**src/rtl/nanomac_sdc_pkg.sv**
```systemverilog
// Shared constants and FSM state type for the SD drive arbiter.
package nanomac_sdc_pkg;

   localparam int NDRV      = 4;
   localparam int DRV_IDX_W = 2;
   localparam int LBA_W     = 24;
   localparam int SECTOR_W  = 32;

   typedef enum logic [2:0] {
      IDLE,
      START,
      XFER,
      DONE,
      ABORT
   } state_t;

endpackage

```
**src/rtl/rr_arbiter4.sv**
```systemverilog
// Four-way round-robin picker: the first requester at or after ptr wins.
module rr_arbiter4
   import nanomac_sdc_pkg::*;
(
   input  logic [NDRV-1:0]      req,
   input  logic [DRV_IDX_W-1:0] ptr,
   output logic [DRV_IDX_W-1:0] gnt_idx,
   output logic                 gnt_valid
);

   logic [DRV_IDX_W-1:0] w_idx;

   // Scan offsets from farthest to nearest so the nearest requester to ptr is the last write.
   always_comb begin
      gnt_valid = 1'b0;
      gnt_idx   = ptr;
      w_idx     = ptr;
      for (int k = NDRV - 1; k >= 0; k--) begin
         w_idx = ptr + DRV_IDX_W'(k);
         if (req[w_idx]) begin
            gnt_valid = 1'b1;
            gnt_idx   = w_idx;
         end
      end
   end

endmodule

```
**src/rtl/sdc_drive_arbiter.sv**
```systemverilog
// Shares one sd_rw sector engine among four virtual drives: round-robin grant,
// per-drive base sector offset, and a start/busy/done transfer sequence.
module sdc_drive_arbiter
   import nanomac_sdc_pkg::*;
#(
   parameter int START_TIMEOUT = 1023
)
(
   input  logic                     clk,
   input  logic                     reset,
   input  logic [NDRV-1:0]          drv_rd,
   input  logic [NDRV-1:0]          drv_wr,
   input  logic [NDRV*LBA_W-1:0]    drv_lba,
   input  logic [NDRV*SECTOR_W-1:0] drv_base,
   input  logic [NDRV*8-1:0]        drv_wdata,
   output logic [NDRV-1:0]          drv_busy,
   output logic [NDRV-1:0]          drv_done,
   output logic [NDRV-1:0]          drv_err,
   output logic [NDRV-1:0]          drv_data_en,
   output logic                     sd_rstart,
   output logic                     sd_wstart,
   output logic [SECTOR_W-1:0]      sd_sector,
   input  logic                     sd_busy,
   input  logic                     sd_done,
   input  logic                     sd_outen,
   output logic [7:0]               sd_inbyte
);

   localparam int CNT_W = $clog2(START_TIMEOUT + 1);

   state_t               r_state;
   state_t               w_nextState;
   logic [DRV_IDX_W-1:0] r_grant;
   logic [DRV_IDX_W-1:0] r_ptr;
   logic [DRV_IDX_W-1:0] w_gntIdx;
   logic                 w_gntValid;
   logic                 w_grantNow;
   logic                 w_timeout;
   logic                 r_isWrite;
   logic [NDRV-1:0]      r_armed;
   logic [NDRV-1:0]      w_reqAny;
   logic [NDRV-1:0]      w_elig;
   logic [SECTOR_W-1:0]  r_sector;
   logic [SECTOR_W-1:0]  w_newSector;
   logic [CNT_W-1:0]     r_count;

   assign w_reqAny   = drv_rd | drv_wr;
   assign w_elig     = w_reqAny & r_armed;
   assign w_grantNow = (r_state == IDLE) && w_gntValid;
   assign w_timeout  = (r_count == CNT_W'(START_TIMEOUT - 1));
   assign w_newSector = drv_base[SECTOR_W*w_gntIdx +: SECTOR_W]
                      + {{(SECTOR_W-LBA_W){1'b0}}, drv_lba[LBA_W*w_gntIdx +: LBA_W]};
   assign sd_sector  = r_sector;

   rr_arbiter4 u_arb (
      .req       (w_elig),
      .ptr       (r_ptr),
      .gnt_idx   (w_gntIdx),
      .gnt_valid (w_gntValid)
   );

   // State register.
   always_ff @(posedge clk) begin
      if (reset) r_state <= IDLE;
      else       r_state <= w_nextState;
   end

   // Next-state logic; sd_busy wins over the timeout, and busy+done together skips XFER.
   always_comb begin
      w_nextState = r_state;
      case (r_state)
         IDLE:    if (w_gntValid) w_nextState = START;
         START: begin
            if (sd_busy && sd_done) w_nextState = DONE;
            else if (sd_busy)       w_nextState = XFER;
            else if (w_timeout)     w_nextState = ABORT;
         end
         XFER:    if (sd_done) w_nextState = DONE;
         DONE:    w_nextState = IDLE;
         ABORT:   w_nextState = IDLE;
         default: w_nextState = IDLE;
      endcase
   end

   // Grant latch, start-cycle counter, round-robin pointer and re-arm flags.
   always_ff @(posedge clk) begin
      if (reset) begin
         r_grant   <= '0;
         r_ptr     <= '0;
         r_isWrite <= 1'b0;
         r_sector  <= '0;
         r_count   <= '0;
         r_armed   <= '1;
      end else begin
         if (w_grantNow) begin
            r_grant   <= w_gntIdx;
            r_isWrite <= drv_wr[w_gntIdx];
            r_sector  <= w_newSector;
            r_count   <= '0;
         end else if (r_state == START) begin
            r_count <= r_count + 1'b1;
         end
         if (r_state == DONE || r_state == ABORT) r_ptr <= r_grant + 1'b1;
         for (int i = 0; i < NDRV; i++) begin
            if (w_grantNow && (w_gntIdx == DRV_IDX_W'(i))) r_armed[i] <= 1'b0;
            else if (!w_reqAny[i])                          r_armed[i] <= 1'b1;
         end
      end
   end

   // Output decode from the registered state and grant; everything idles at zero.
   always_comb begin
      drv_busy    = '0;
      drv_done    = '0;
      drv_err     = '0;
      drv_data_en = '0;
      sd_rstart   = 1'b0;
      sd_wstart   = 1'b0;
      sd_inbyte   = 8'h00;
      case (r_state)
         START: begin
            sd_rstart         = !r_isWrite;
            sd_wstart         = r_isWrite;
            drv_busy[r_grant] = 1'b1;
         end
         XFER: begin
            drv_busy[r_grant]    = 1'b1;
            drv_data_en[r_grant] = sd_outen;
            sd_inbyte            = drv_wdata[8*r_grant +: 8];
         end
         DONE:    drv_done[r_grant] = 1'b1;
         ABORT:   drv_err[r_grant]  = 1'b1;
         default: ;
      endcase
   end

endmodule
```
**config.mk**
```make
export PLATFORM = sky130hd
export DESIGN_NAME = sdc_drive_arbiter
export DESIGN_NICKNAME = d
export VERILOG_FILES = /design/src/rtl/nanomac_sdc_pkg.sv /design/src/rtl/rr_arbiter4.sv /design/src/rtl/sdc_drive_arbiter.sv
export SDC_FILE = /design/constraint.sdc
export NUM_CORES = 1
export LEC_CHECK = 0
export CAP_MARGIN = 20
export CORE_MARGIN = 4
export CORE_UTILIZATION = 25
export DETAILED_ROUTE_END_ITERATION = 10
export GPL_ROUTABILITY_DRIVEN = 0
export GPL_TIMING_DRIVEN = 0
export PLACE_DENSITY = 0.62
export SYNTH_ARGS = -nofsm -noshare
export SYNTH_HDL_FRONTEND = slang
export SYNTH_SLANG_ARGS = --single-unit
```
**constraint.sdc**
```tcl
create_clock -name clk -period 11.7 [get_ports clk]
set_clock_uncertainty 0.05 [all_clocks]
set_input_delay 1.755 -clock clk [delete_from_list [all_inputs] [get_ports clk]]
set_output_delay 1.755 -clock clk [all_outputs]
set_load 0.05 [all_outputs]
```
# After elaboration in Yosys (flattened, before gate mapping)
# Index checks and enable logic that the tools add are counted.
# W data, S select, Z words.
dict set report totals {
  rom_bits 0
  ff_bits 54
  output_inout_bits 58
  input_bits 269
  n_memories 0
  latchBits 0
  wordCells 100
  ramBits 0
}
dict set report classes {
  eq_ne 15
  n_lt_le_gt_ge 7
  div_mod_pow 0
  multipliers 1
  addsub 6
  n_mux 41
  reduce_logical 14
  bitwise 3
  shift 3
}
# cell n
set op_table {}
lappend op_table {{$shiftx A128 B8 Y32} 1}
lappend op_table {{$shiftx A96 B8 Y24} 1}
lappend op_table {{$add A32 B24 Y32} 1}
lappend op_table {{$shiftx A32 B6 Y8} 1}
lappend op_table {{$mux W1} 20}
lappend op_table {{$lt A2 B3 Y1 const B} 6}
lappend op_table {{$mux W4} 4}
lappend op_table {{$mux W3} 5}
lappend op_table {{$add A10 B1 Y10 const B} 1}
lappend op_table {{$bmux W1 S2} 5}
lappend op_table {{$eq A10 B10 Y1 const B} 1}
lappend op_table {{$pmux W3 S3} 1}
lappend op_table {{$and A4 B4 Y4} 2}
lappend op_table {{$mux W2} 4}
lappend op_table {{$mux W8} 1}
lappend op_table {{$ne A2 B1 Y1 const B} 4}
lappend op_table {{$logic_and A1 B1 Y1} 7}
lappend op_table {{$eq A3 B2 Y1 const B} 2}
lappend op_table {{$add A2 B1 Y2 const B} 2}
lappend op_table {{$add A2 B2 Y2 const B} 2}
lappend op_table {{$eq A2 B2 Y1 const B} 2}
lappend op_table {{$mul A2 B2 Y4 const A} 1}
lappend op_table {{$ne A2 B2 Y1 const B} 2}
lappend op_table {{$ne A4 B4 Y1 const B} 1}
lappend op_table {{other kinds (12)} 13}

# Logic depth before layout (Yosys ltp)
# Gate-level depths: netlist of run 1.
dict set report depth {
  word_depth 11
  depth_mapped 19
  ltp_nobuf 17
}

# Modules after synthesis
# Synthesis of run 1 repeated with hierarchy kept, for this count alone.
dict set report hier_totals {
  hier_cells 588
  area_unflattened_um2 5431.5
}
# module seq_area_each_um2 instances cells_each area_each_um2
set modules_own_cells {}
lappend modules_own_cells {sdc_drive_arbiter 1081.0 1 572 5331.4}
lappend modules_own_cells {rr_arbiter4 0.0 1 16 100.1}

# Least setup slack after synthesis of run 1
# No wires, ideal clock.
dict set report synth_path {
  path_type {input -> register}
  startpoint {input port drv_wr[1]}
  endpoint {register r_sector[31] (netlist: sd_sector[31])}
  t_arrival_ps 5696
  cell_stages 18
  path_buffers 2
  setup_ps 91
  setup_slack_ps 5863
  required_ps 11559
  cell_sequence {o21a_2 nor3_1 a2111oi_2 nor2_2 clkbuf_1 clkbuf_1 nand2_1 and3_1 a31oi_1 ha_1 a211oi_1 o21ai_2 nand4_1 a2111oi_0 o41ai_1 nor4b_1 a21o_1 a311oi_1}
}
dict set report synth_between {
  elab_chain_len 11
  elab_cells_between_ends 23
  cone_classes {1 x add/sub; 1 x mul; 2 x shift; 16 x mux; 2 x bitwise; 1 x reduce/logical}
}
# item line_no
set synth_rtl {}
lappend synth_rtl {{start, declared} sdc_drive_arbiter.sv:12} ;# input logic [NDRV-1:0] drv_wr,
lappend synth_rtl {{$or A4 B4 Y4 (*)} sdc_drive_arbiter.sv:47} ;# assign w_reqAny = drv_rd | drv_wr;
lappend synth_rtl {{$and A4 B4 Y4 (*)} sdc_drive_arbiter.sv:48} ;# assign w_elig = w_reqAny & r_armed;
lappend synth_rtl {{$bmux W1 S2} rr_arbiter4.sv:20} ;# if (req[w_idx]) begin
lappend synth_rtl {{$mux W1 (not written as such)} rr_arbiter4.sv:20}
lappend synth_rtl {{$mux W2 (4 in series)} rr_arbiter4.sv:20}
lappend synth_rtl {{$mul A2 B2 Y4} sdc_drive_arbiter.sv:52} ;# + {{(SECTOR_W-LBA_W){1'b0}}, drv_lba[LBA_W*w_gntIdx +: LBA_W]};
lappend synth_rtl {{$shiftx A96 B8 Y24} sdc_drive_arbiter.sv:52}
lappend synth_rtl {{$add A32 B24 Y32} sdc_drive_arbiter.sv:52}
lappend synth_rtl {{end signal, assigned} sdc_drive_arbiter.sv:98} ;# r_sector <= w_newSector;
lappend synth_rtl {{end, declared} sdc_drive_arbiter.sv:43} ;# logic [SECTOR_W-1:0] r_sector;
# Mark *: on every way between the ends. The rest lies on a longest branch, timed or not. The select of a mux whose other input is x is not followed.
# A chain may end at the register's enable or synchronous reset.

# Final worst setup path of run 1
# Same ends and word-level chain as after synthesis.

==> results of run 1 <==
[stage by stage]
stage | instances | cell area (um2) | utilization, % | total power, mW | hold WS [ns]
2_1_floorplan | 845 | 5650 | - | 1.14 | 0.395
5_1_grt | 1460 | 9430 | 42.8 | 1.89 | 0.428
6_report | 1460 | 9430 | 42.8 | 1.74 | 0.404
3_5_place_dp | 1451 | 9260 | 42.0 | 1.58 | 0.395
4_1_cts | 1459 | 9420 | 42.8 | 1.75 | 0.406
3_3_place_gp | 1451 | 9260 | 42.0 | 1.57 | 0.389
[worst reg2reg max path, cell delays in order, from the launching register on]
cell       delay, ns
dfxtp_1         0.31
o21a_2          0.16
nor3_1          0.22
a2111oi_2       0.07
nor2_2          0.57
clkbuf_1        0.57
clkbuf_1        0.49
nand2_1         0.10
and3_1          0.18
a31oi_1         0.27
ha_1            0.34
a21oi_1         0.27
o21ai_0         0.13
a31oi_1         0.31
a2111oi_0       0.23
o41ai_1         0.86
nor4b_1         0.17
a21o_1          0.23
a311oi_1        0.24
[how the worst max path moves through the flow]
| stage | from | end | slack (ns) | cells past startpoint |
|---|---|---|---|---|
| after floorplan | drv_wr[1] | sd_sector[31] | 5.86 | 18 |
| final | drv_wr[1] | sd_sector[31] | 4.12 | 19 |
| after detailed placement | drv_wr[1] | sd_sector[31] | 3.89 | 19 |
| after global routing | drv_wr[1] | sd_sector[29] | 3.66 | 19 |
| after global placement | drv_wr[1] | sd_sector[31] | 3.90 | 19 |
| after CTS | drv_wr[1] | sd_sector[31] | 4.17 | 19 |
[routing by layer]
| metal | GRT usage (%) | up-vias | share of wire, % |
|---|---|---|---|
| li1 | - | 3646 | - |
| met1 | 24.4 | 3386 | 40 |
| met2 | 38.1 | 316 | 49 |
| met3 | 5.11 | 22 | 9.1 |
| met4 | 3.45 | 0 | 1.3 |
| met5 | 0 | - | 0 |
[power breakdown]
| part | internal (mW) | leakage, nW | total (mW) | switching [mW] |
|---|---|---|---|---|
| Combinational | 0.526 | 3.22 | 1.32 | 0.793 |
| Sequential | 0.231 | 0.444 | 0.258 | 0.0267 |
| Clock | 0.0919 | 0.0801 | 0.167 | 0.0752 |
| Total | 0.849 | 3.74 | 1.74 | 0.895 |
[cells in the final DEF, fill, tap and decap left out, types with 4 or more instances in the layout]
cell type	Yosys	layout
clkdlybuf4s50_1	0	326
nand2_1	266	266
and3_1	55	55
dfxtp_1	54	54
a31oi_1	52	52
nor2_1	49	49
clkbuf_1	48	48
a21oi_1	43	43
ha_1	30	30
and2_1	17	17
nand3_1	17	17
o21ai_0	16	16
mux2i_1	16	16
nor3_1	14	14
xnor2_1	14	14
xor2_1	14	14
inv_1	11	11
a21o_1	11	11
a211oi_1	11	11
mux4_2	8	8
nand4_1	8	8
o21a_1	6	6
nor4_1	6	6
a311oi_1	5	5
or2_2	5	5
or3_1	5	5
nor2b_1	5	5
clkbuf_16	0	5
buf_1	4	4
o22ai_1	4	4
[state kept, by name, summed over array words and instances, names as in the netlist]
register / count
r_armed: 4
r_ptr: 2
r_grant: 2
sd_sector: 32
r_count: 10
r_isWrite: 1
r_state: 3
[cells by family (layout without fill, tap and decap cells)]
logic type,after synthesis,count (layout),synth area share (%)
XOR/XNOR,28,28,4.34
AO/OA/AOI/OAI,175,175,20.4
adder cells (fa/ha/maj),31,31,7.00
AND/OR/NAND/NOR,461,461,37.0
buffers and inverters,66,401,4.74
multiplexers,30,30,7.42
flip-flops,54,54,19.1
[area by class of cell]
type                            count  share of cell area [%]
Buffer                             55                    2.40
Clock buffer                        7                    1.62
Clock inverter                      1                  0.0929
Inverter                           11                   0.438
Multi-Input combinational cell    725                    45.6
Sequential cell                    54                    11.5
Tap cell                          280                    3.72
Timing Repair Buffer              327                    34.7
==> reports/metrics.yaml, run 1 <==
synth_top_area_share_pct: 19.1
worstHoldStart: "sd_sector[23]"
nets: 1479
first_pass_iters: 5
crit_slowest_cell: "o41ai_1"
core-area_um2: 22000
die_w_um: 158
initial_core_util_pct: 25.6
setup_viol: 0
num_rows: 54
status: "complete, no violations"
vias: 7370
ys_seq_elements: 54
timing.slew.headroom_pct: 36.8
crit_path_max_incr_delay_ns: 0.86
peakVddDrop_v: 0.0000848
worst_pin_slew_ns: 0.935
period_share_pct: 64.8
synth-edff-count: 0
syn_inst: 845
cp-end-kind: "flop"
power_density_nw_per_um2: 185
period_minus_slack_ns: 7.58
multi_input_area_um2: 4300
grt_pass1_vias: 7308
yosysSeqAreaShare_pct: 19.1
ys.warnings.count: 0
syn_nets: 1145
r2r_setup_slack_ns: 5.83
synthTopCellsByArea: "dfxtp_1 (19%), nand2_1 (18%), ha_1 (6.6%), and3_1 (6.1%), a31oi_1 (5.8%)"
crit_buf_inv: 3
antenna_found_initial: 1
path_clk_slew_ns: 0.07
drc: 0
maxCapViolations: 0
p_leak_nw: 3.74
cts_sinks: 54
fill_cells: 2333
crit_chain: "clkdlybuf4s50_1 > o21a_2 > nor3_1 > a2111oi_2 > nor2_2 > clkbuf_1 > clkbuf_1 > nand2_1 > and3_1 > a31oi_1 > ha_1 > a21oi_1 > o21ai_0 > a31oi_1 > a2111oi_0 > o41ai_1 > nor4b_1 > a21o_1 > a311oi_1"
io_buffers: 326
rsz0062_at_grt: "false"
path_class: "in2reg"
fmax_ghz: 0.132
post-place-ws_ns: 3.89
grt_max_degree: 17
yosys.area.top_type: "dfxtp_1"
dp_hpwl_um: 22400
area_delta_synth_final_pct: 66.9
setup.worst_path.start_class: "input port"
synth-async-reset-ratio_pct: 0
hold_class: "reg2reg"
required_ns: 11.86
cts_max_level: 2
crit_arrival_ns: 7.74
r2r_cells: 18
yosysMostFrequentCell: "nand2_1"
setup_slack_ns: 4.12
antenna_cells: 0
netlist_top_cells_count: "nand2_1 (266), and3_1 (55), dfxtp_1 (54)"
die_h_um: 158
cts_setup_buffers: 0
clockRootBuffer: "clkbuf_16"
drive_above_1_share_pct: 3.56
ys_types: 61
hold_buffers: 0
register_area_um2: 1080
cts_resized: 0
cts_made_buffers: 5
viasPerCell: 5.05
ant_nets: 0
synth_top_flop_cell: "dfxtp_1"
tns_ns: 0
timing.rr.start: "r_armed[1]"
clockBufferDepth: 2
overflow: 0
min_to: "sd_sector[23]"
rr_endpoint: "sd_sector[31]"
final_hold_viol_count: 0
grt_pass1_wl_um: 40200
cts_tree: "done"
drt_iter0_drc: 320
whs_path_depth: 2
path_delay_family: "compound AO/OA/AOI/OAI gates"
avgRoutedWirePerCell_um: 18.6
syn_area_per_cell_um2: 6.68
critical_path.max_fanout: 10
ios: 327
clk_latency_ns: 0.30
grt_use_total_pct: 20.6
slew_violations: 0
routed_wl_um: 27200
syn_area_um2: 5650
die_area_um2: 25100
Power figures use the tool's default switching activity.
==> run 2: changes to the inputs <==
clock period = 7.1 ns   (was 11.7 ns; I/O delays follow)
==> reports/metrics.yaml, run 2 (same netlist as run 1, synthesis figures left out) <==
final_hold_viol_count: 0
cts_resized: 0
grt_max_degree: 17
status: "complete, no violations"
crit_slowest_cell: "a2111oi_1"
power_density_nw_per_um2: 305
nets: 1479
fmax_ghz: 0.151
crit_path_max_incr_delay_ns: 0.69
cts_sinks: 54
area_delta_synth_final_pct: 67.1
avgRoutedWirePerCell_um: 18.6
cts_setup_buffers: 0
final_cells: 1460
cts_tree: "done"
vias: 7360
cts_made_buffers: 5
place_area_um2: 9260
timing.slew.headroom_pct: 46.0
hold_buffers: 0
period_minus_slack_ns: 6.60
crit_cells: 19
period_share_pct: 93.0
p_leak_nw: 3.74
drt_iter0_drc: 342
maxCapViolations: 0
critical_path.max_fanout: 10
setup.worst_path.start_class: "input port"
dp.cells: 1451
r2r_cells: 18
antenna_cells: 0
route.met2.wl_um: 13400
die_w_um: 158
grt_use_total_pct: 20.6
num_rows: 54
largest_reg_flops: 32
drive_above_1_share_pct: 3.64
final_area_um2: 9440
drc: 0
final_common_cell: "clkdlybuf4s50_1"
clockRootBuffer: "clkbuf_16"
die_h_um: 158
die_area_um2: 25100
hold_class: "reg2reg"
path_clk_slew_ns: 0.07
worst_pin_slew_ns: 0.810
first_pass_iters: 5
viasPerCell: 5.04
core-area_um2: 22000
path_class: "in2reg"
initial_core_util_pct: 25.6
cts_max_level: 2
crit_arrival_ns: 6.76
routed-wl-met3_um: 2390
crit_buf_inv: 3
slew_violations: 0
routed_wl_um: 27200
clockBufferDepth: 2
setup_viol: 0
peakVddDrop_v: 0.000139
whs_path_depth: 2
overflow: 0
path_delay_family: "simple AND/OR/NAND/NOR gates"
wl_met1_um: 11100
grt_pass1_wl_um: 40200
crit_chain: "clkdlybuf4s50_1 > o21a_2 > nor3_1 > a2111oi_2 > nor2_2 > clkbuf_1 > clkbuf_1 > nand2_1 > and3_1 > a31oi_1 > ha_1 > nand2_1 > nor3_1 > nand4_1 > a2111oi_1 > o41ai_2 > nor4b_1 > nand3_1 > a311oi_1"
grt_pass1_vias: 7308
ant_nets: 0
antenna_found_initial: 1
final_cell_mix: "clkdlybuf4s50_1 (326), nand2_1 (266), and3_1 (55)"
required_ns: 7.25
dp_hpwl_um: 22400
clk_latency_ns: 0.29
cp-end-kind: "flop"
rsz0062_at_grt: "false"
ios: 327
io_buffers: 326
top_layer: "met4"
fill_cells: 2335
==> run 2: cell counts in the layout (fill, tap and decap cells not counted) <==
No cell type changed its count.
==> run 2: layout make-up <==
class                      count  area, um2  area share [%]
multi-input combinational    725       4310            45.7
timing repair buffer         327       3270            34.6
sequential                    54       1080            11.5
tap                          280        350            3.71
buffer                        55        226            2.40
clock buffer                   7        153            1.62
inverter                      11       41.3           0.438
clock inverter                 1       8.76          0.0928
==> run 2: stage by stage <==
stage | hold WS (ns) | power, mW | util, % | setup WS [ns] | setup TNS, ns
global placement | 0.389 | 2.58 | 42.0 | -0.00894 | -0.00894
CTS | 0.406 | 2.89 | 42.8 | 0.262 | 0
detailed placement | 0.395 | 2.60 | 42.0 | -0.0164 | -0.0241
floorplan | 0.395 | 1.88 | - | 1.95 | 0
global route | 0.428 | 3.11 | 42.8 | 0.00861 | 0
finish | 0.404 | 2.88 | 42.8 | 0.499 | 0
==> run 2: path summary, 6_finish.rpt <==
path            startpoint  slack (ns)       endpoint
max              drv_wr[1]        0.50  sd_sector[31]
max reg2reg     r_armed[1]        1.52  sd_sector[31]
min reg2reg  sd_sector[23]        0.40  sd_sector[23]
min          sd_sector[23]        0.40  sd_sector[23]
==> run 2: worst min-delay path: stages, from the launching register on <==
cell and delay [ns]:
dfxtp_1 0.31, nand2_1 0.05, a21oi_1 0.05
==> run 2: power breakdown <==
part | leakage [nW] | total, mW | switching [mW] | internal, mW
clock | 0.0801 | 0.274 | 0.123 | 0.151
combinational | 3.22 | 2.18 | 1.31 | 0.869
sequential | 0.444 | 0.424 | 0.0439 | 0.381
total | 3.74 | 2.88 | 1.47 | 1.40
==> run 2: layer usage <==
metal | track usage (%) | vias up
met1 | 24.4 | 3382
met5 | 0 | -
met2 | 38.1 | 310
met4 | 3.45 | 0
met3 | 5.11 | 20
li1 | - | 3648
==> run 3: changes to the inputs <==
CTS_CLUSTER_DIAMETER = 120   (was default)
==> results of run 3 <==
The final DEF is identical to that of run 2; final timing and power are the same.
